<file path="src/rtl/score_glyph_plotter.sv">
// Rasterises a two-digit glyph map into a fixed on-screen box, one pixel per clock.
// Every box pixel is written in FG or BG colour, so the previous score is overwritten in place.
module score_glyph_plotter #(
  parameter logic [7:0] X0          = 8'd130,
  parameter logic [6:0] Y0          = 7'd2,
  parameter int         SCALE       = 2,
  parameter int         GAP         = 1,
  parameter logic [2:0] FG_COLOR    = 3'b111,
  parameter logic [2:0] BG_COLOR    = 3'b000,
  parameter bit         SUPPRESS_LZ = 1'b1
) (
  input  logic        clock,
  input  logic        resetn,
  input  logic        draw,
  input  logic [29:0] map,
  output logic [7:0]  x,
  output logic [6:0]  y,
  output logic [2:0]  color,
  output logic        plot,
  output logic        finish_drawing
);

  // state | meaning
  // IDLE  | waiting for draw; map is snapshotted on the accepting edge
  // PLOT  | emitting one box pixel per cycle in raster order
  // DONE  | box written; finish_drawing held until draw drops

  localparam int          NC         = 6 + GAP;
  localparam logic [1:0]  SC_LAST    = 2'(SCALE - 1);
  localparam logic [3:0]  GC_LAST    = 4'(NC - 1);
  localparam logic [2:0]  GR_LAST    = 3'd4;
  localparam logic [3:0]  ONES_C0    = 4'(3 + GAP);
  localparam logic [14:0] ZERO_GLYPH = 15'b111101101101111;

  typedef enum logic [1:0] {IDLE, PLOT, DONE} state_t;

  state_t      state;
  logic [14:0] snap_tens, snap_ones;
  logic [1:0]  sx, sy;
  logic [3:0]  gc;
  logic [2:0]  gr;

  logic [1:0]  nsx, nsy;
  logic [3:0]  ngc;
  logic [2:0]  ngr;
  logic [7:0]  nx;
  logic [6:0]  ny;
  logic        last_px;
  logic [14:0] tens_in;
  logic [2:0]  color_first, color_next;

  function automatic logic cell_lit(input logic [14:0] t, input logic [14:0] o,
                                    input logic [3:0] c, input logic [2:0] r);
    logic [4:0] base;
    logic [4:0] idx;
    base     = {2'b00, r} * 5'd3;
    cell_lit = 1'b0;
    if (c < 4'd3) idx = base + {1'b0, c};
    else          idx = base + {1'b0, c - ONES_C0};
    if (idx < 5'd15) begin
      if (c < 4'd3)          cell_lit = t[idx[3:0]];
      else if (c >= ONES_C0) cell_lit = o[idx[3:0]];
    end
  endfunction

  // sx/sy are down-counters over the SCALE repeats of each glyph cell
  always_comb begin
    nsx = sx - 2'd1;
    nsy = sy;
    ngc = gc;
    ngr = gr;
    nx  = x + 8'd1;
    ny  = y;
    if (sx == 2'd0) begin
      nsx = SC_LAST;
      if (gc != GC_LAST) begin
        ngc = gc + 4'd1;
      end else begin
        ngc = 4'd0;
        nx  = X0;
        ny  = y + 7'd1;
        if (sy == 2'd0) begin
          nsy = SC_LAST;
          ngr = gr + 3'd1;
        end else begin
          nsy = sy - 2'd1;
        end
      end
    end
    last_px = (sx == 2'd0) && (gc == GC_LAST) && (sy == 2'd0) && (gr == GR_LAST);
  end

  always_comb begin
    tens_in = (SUPPRESS_LZ && (map[29:15] == ZERO_GLYPH)) ? 15'd0 : map[29:15];
    color_first = cell_lit(tens_in, map[14:0], 4'd0, 3'd0) ? FG_COLOR : BG_COLOR;
    color_next  = cell_lit(snap_tens, snap_ones, ngc, ngr) ? FG_COLOR : BG_COLOR;
  end

  always_ff @(posedge clock or negedge resetn) begin
    if (!resetn) begin
      state          <= IDLE;
      x              <= 8'd0;
      y              <= 7'd0;
      color          <= 3'd0;
      plot           <= 1'b0;
      finish_drawing <= 1'b0;
      snap_tens      <= 15'd0;
      snap_ones      <= 15'd0;
      sx             <= 2'd0;
      sy             <= 2'd0;
      gc             <= 4'd0;
      gr             <= 3'd0;
    end else begin
      case (state)
        IDLE: begin
          plot           <= 1'b0;
          finish_drawing <= 1'b0;
          if (draw) begin
            state     <= PLOT;
            snap_tens <= tens_in;
            snap_ones <= map[14:0];
            x         <= X0;
            y         <= Y0;
            color     <= color_first;
            plot      <= 1'b1;
            sx        <= SC_LAST;
            sy        <= SC_LAST;
            gc        <= 4'd0;
            gr        <= 3'd0;
          end
        end
        PLOT: begin
          if (!draw) begin
            state <= IDLE;
            plot  <= 1'b0;
          end else if (last_px) begin
            state          <= DONE;
            plot           <= 1'b0;
            finish_drawing <= 1'b1;
          end else begin
            sx    <= nsx;
            sy    <= nsy;
            gc    <= ngc;
            gr    <= ngr;
            x     <= nx;
            y     <= ny;
            color <= color_next;
          end
        end
        DONE: begin
          if (!draw) begin
            state          <= IDLE;
            finish_drawing <= 1'b0;
          end
        end
        default: state <= IDLE;
      endcase
    end
  end

endmodule

</file>
<file path="config.mk">
export PLATFORM = sky130hd
export DESIGN_NAME = score_glyph_plotter
export DESIGN_NICKNAME = d
export VERILOG_FILES = /design/src/rtl/score_glyph_plotter.sv
export SDC_FILE = /design/constraint.sdc
export NUM_CORES = 1
export LEC_CHECK = 0
export CAP_MARGIN = 0
export CORE_UTILIZATION = 54
export CTS_CLUSTER_DIAMETER = 80
export CTS_CLUSTER_SIZE = 12
export DETAILED_ROUTE_END_ITERATION = 6
export MAX_ROUTING_LAYER = met4
export PLACE_DENSITY = 0.77
export SLEW_MARGIN = 20
export SYNTH_ARGS = -nofsm -noshare
export SYNTH_HDL_FRONTEND = slang
export SYNTH_SLANG_ARGS = --single-unit
</file>
<file path="constraint.sdc">
create_clock -name clock -period 5.64 [get_ports clock]
set_input_delay 0.564 -clock clock [delete_from_list [all_inputs] [get_ports clock]]
set_output_delay 0.564 -clock clock [all_outputs]
set_load 0.05 [all_outputs]
</file>
==> flow_summary.ini <==
[synth]
synthMuxAreaShare_pct = 5.78
synth_simple_gate_area_share_pct = 24.2
synth-xor-area-share_pct = 3.91
ys_warn_count = 0
avgSynthCellArea_um2 = 9.27
synth_seq_area_share_pct = 45.5
synthCells = 362
synth_top_cell_area_share_pct = 45.5
synth_fa_ha_area_share_pct = 6.78
synth_seq_cells = 61
synth_top_area_cell = dfrtp_1
synthFlopType = dfrtp_1
synth_compound_area_share_pct = 10.5
synth_area_leaders = dfrtp_1 45%, nand2_1 13%, ha_1 5.6%, o21ai_0 4.0%, mux4_2 3.4%
synthArstFlopShare_pct = 100
synth.distinct_cells = 50
syn-num-nets = 412
netlist_area_um2 = 3360
synth_top_family_by_area = simple AND/OR/NAND/NOR gates
synth-edff-count = 0

[detailed_routing]
wl_um = 6990
vias = 2673
detail_route.wl_per_cell_um = 14.3
via_per_inst = 5.48
drc = 0
drtPass1Iterations = 4
ant_nets = 0
drt_iter0_markers = 146

[timing]
timing.slew.headroom_pct = 45.0
fin_setup_tns_ns = 0
rsz0062_at_grt = no
slew_violations = 0
hold_viol_final = 0
fmax_mhz = 216
fin_crit_sh_pct = 82.0
fin_crit_ns = 4.62
setup-violations-final = 0
worst_slew_pin_slew_ns = 0.822
fin_skew_ns = 0.00600

[clock_tree]
clk_pin_slew_worst_paths_ns = 0.07
clock-root-buffer = clkbuf_8
cts_setup_buffers = 0
clock-sinks = 61
cts_max_level = 3
cts.repair.resized = 0
cts_made_buffers = 9
cts_hold_repair.buffers = 0
cts_tree = built
cts_max_path_buffers = 2
insertion_delay_ns = 0.34

[global_route]
grt_usage_pct = 24.6
grt_start_max_net_pins = 62
grt_first_pass_wirelength_um = 11800
antenna_found_initial = 0
overflow = 0
grt_pass1_vias = 2516

[power]
power_density_nw_per_um2 = 283
power_switching_w = 0.000375
seqPwrFrac_pct = 44.1
share_comb_of_total_power_pct = 26.7
power_switching_share_pct = 32.6
p_leak_nw = 1.87
clock_power_share_pct = 29.2
ir_drop_mv = 0.224
p_int_w = 0.000776

[cells_and_area]
drive_gt1_share_pct = 8.72
nets = 459
area_growth_pct = 21.1
n_antenna_cell = 0
final_core_util_pct = 68.3

[floorplan]
start_util_pct = 56.4
core_area_um2 = 5960
rows = 28
die_y_um = 80.8
die_w_um = 80.8
die-area_um2 = 6540
ioPinCount = 53

[placement]
routabilityCongestion = 0.820
port_buffers = 52
place_hpwl_um = 4920

[setup_path]
critPathBufInv = 2
cp-start-kind = flop
critical_path.cell_chain = inv_1 > ha_1 > and3b_1 > and3_1 > mux2i_1 > inv_1 > ha_1 > fa_1 > ha_1 > xor2_1 > mux4_2 > nor2_1 > nor4bb_1 > o32ai_1 > a31oi_1
r2r_slack_ns = 1.02
cp_slowest_cell = xor2_1
critPathMaxFanout = 11
worst_setup_path_end_kind = flop
worstSetupPathType = reg2reg
required_ns = 5.85
critical-path-top-delay-family = adder cells
max_stage_delay_ns = 0.67
cp.arrival_ns = 4.84
crit_path_frequent_cell = ha_1

[status]
status = finished clean

[job]
max_cap_viol_count = 0

[hold_path]
hold_class = in2async
-- power by group through the flow --
stage          logic, W  clock network [W]  registers, W
2_1_floorplan  0.000205                  0      0.000527
3_3_place_gp   0.000300                  0      0.000512
3_5_place_dp   0.000308                  0      0.000515
4_1_cts        0.000311           0.000343      0.000507
5_1_grt        0.000339           0.000360      0.000513
6_report       0.000307           0.000336      0.000507
-- logic make-up after synthesis --
group	after synthesis
buf+inv	25
compound gates	55
fa+ha+maj	17
flops	61
simple gates	176
mux	13
xor+xnor	15
-- placed cells by master (no fill, tap or decap), drive strengths merged, types with 2 or more instances in the layout --
cell,synthesis,routed
nand4,3,3
a21oi,7,7
nor2,17,17
nor2b,2,2
nand2b,4,4
or2,2,2
a21o,3,3
clkinv,0,4
xor2,6,6
nand3,16,16
dfrtp,61,61
nand3b,2,2
xnor2,9,9
mux2i,7,7
or3,2,2
nor3,4,4
mux4,5,5
clkbuf,12,10
clkdlybuf4s50,0,51
nand2,112,112
o21ai,29,29
fa,2,2
inv,6,6
and3b,2,2
buf,7,4
nand4b,5,5
o31ai,7,7
and3,2,2
ha,15,15
-- through the flow --
stage / worst slack, ns / cells / power [W] / hold WS (ns) / instance area [um2]
2_1_floorplan: 1.57 / 362 / 0.000733 / 0.268 / 3360
3_3_place_gp: 1.29 / 473 / 0.000812 / 0.453 / 3900
3_5_place_dp: 1.06 / 473 / 0.000822 / 0.462 / 3900
4_1_cts: 0.997 / 488 / 0.00116 / 0.400 / 4070
5_1_grt: 0.629 / 488 / 0.00121 / 0.437 / 4070
6_report: 1.02 / 488 / 0.00115 / 0.364 / 4070
-- cell type report --
cell class	count	area (um2)
clock buffer	10	138
fill	517	1890
clock inverter	5	27.5
timing repair buffer	55	538
sequential	61	1530
multi-input combinational	276	1720
inverter	6	22.5
tap	75	93.8
-- worst register-to-register path: cells and delay by family, from the launching register on --
kind / cells / cell delay (ns)
compound gates: 2 / 0.37
xor+xnor: 1 / 0.67
fa+ha+maj: 4 / 1.19
buf+inv: 2 / 0.25
flops: 1 / 0.42
mux: 2 / 0.73
simple gates: 4 / 0.85
-- Yosys cell counts, drive strengths merged (2+ instances only) --
cell and n:
fa 2, clkbuf 12, nor3 4, a21o 3, nand4b 5, or3 2
and3 2, mux2i 7, or2 2, nor2 17, mux4 5, nand2b 4
buf 7, xor2 6, nand3b 2, inv 6, a21oi 7, nand2 112
dfrtp 61, nand4 3, ha 15, o31ai 7, and3b 2, nor2b 2
xnor2 9, nand3 16, o21ai 29
-- per-layer routing --
| metal | global-route usage (%) | part of all wire, % | vias up | routed length [um] |
|---|---|---|---|---|
| met5 | - | 0 | - | 0 |
| met2 | 36.6 | 48 | 58 | 3340 |
| met3 | 6.40 | 4.1 | 9 | 289 |
| met1 | 32.7 | 47 | 1283 | 3260 |
| li1 | - | - | 1323 | - |
| met4 | 8.39 | 1.5 | 0 | 104 |
-- path summary, 6_finish.rpt --
path	cells after the start	start	endpoint
setup / recovery	15	gc[0]$_DFFE_PN0P_	color[1]$_DFFE_PN0P_
max in group asynchronous	2	resetn	gc[2]$_DFFE_PN0P_
setup reg to reg	15	gc[0]$_DFFE_PN0P_	color[1]$_DFFE_PN0P_
hold / removal	2	resetn	snap_ones[6]$_DFFE_PN0P_
min in group clock	2	snap_ones[10]$_DFFE_PN0P_	snap_ones[10]$_DFFE_PN0P_
hold reg to reg	2	snap_ones[10]$_DFFE_PN0P_	snap_ones[10]$_DFFE_PN0P_
-- registers in the layout (all words and copies together), names as in the netlist --
signal	count
gc	4
plot	1
snap_tens	15
gr	3
finish_drawing	1
state	2
color	1
snap_ones	15
sy	2
x	8
sx	2
y	7
Power figures use the tool's default switching activity.
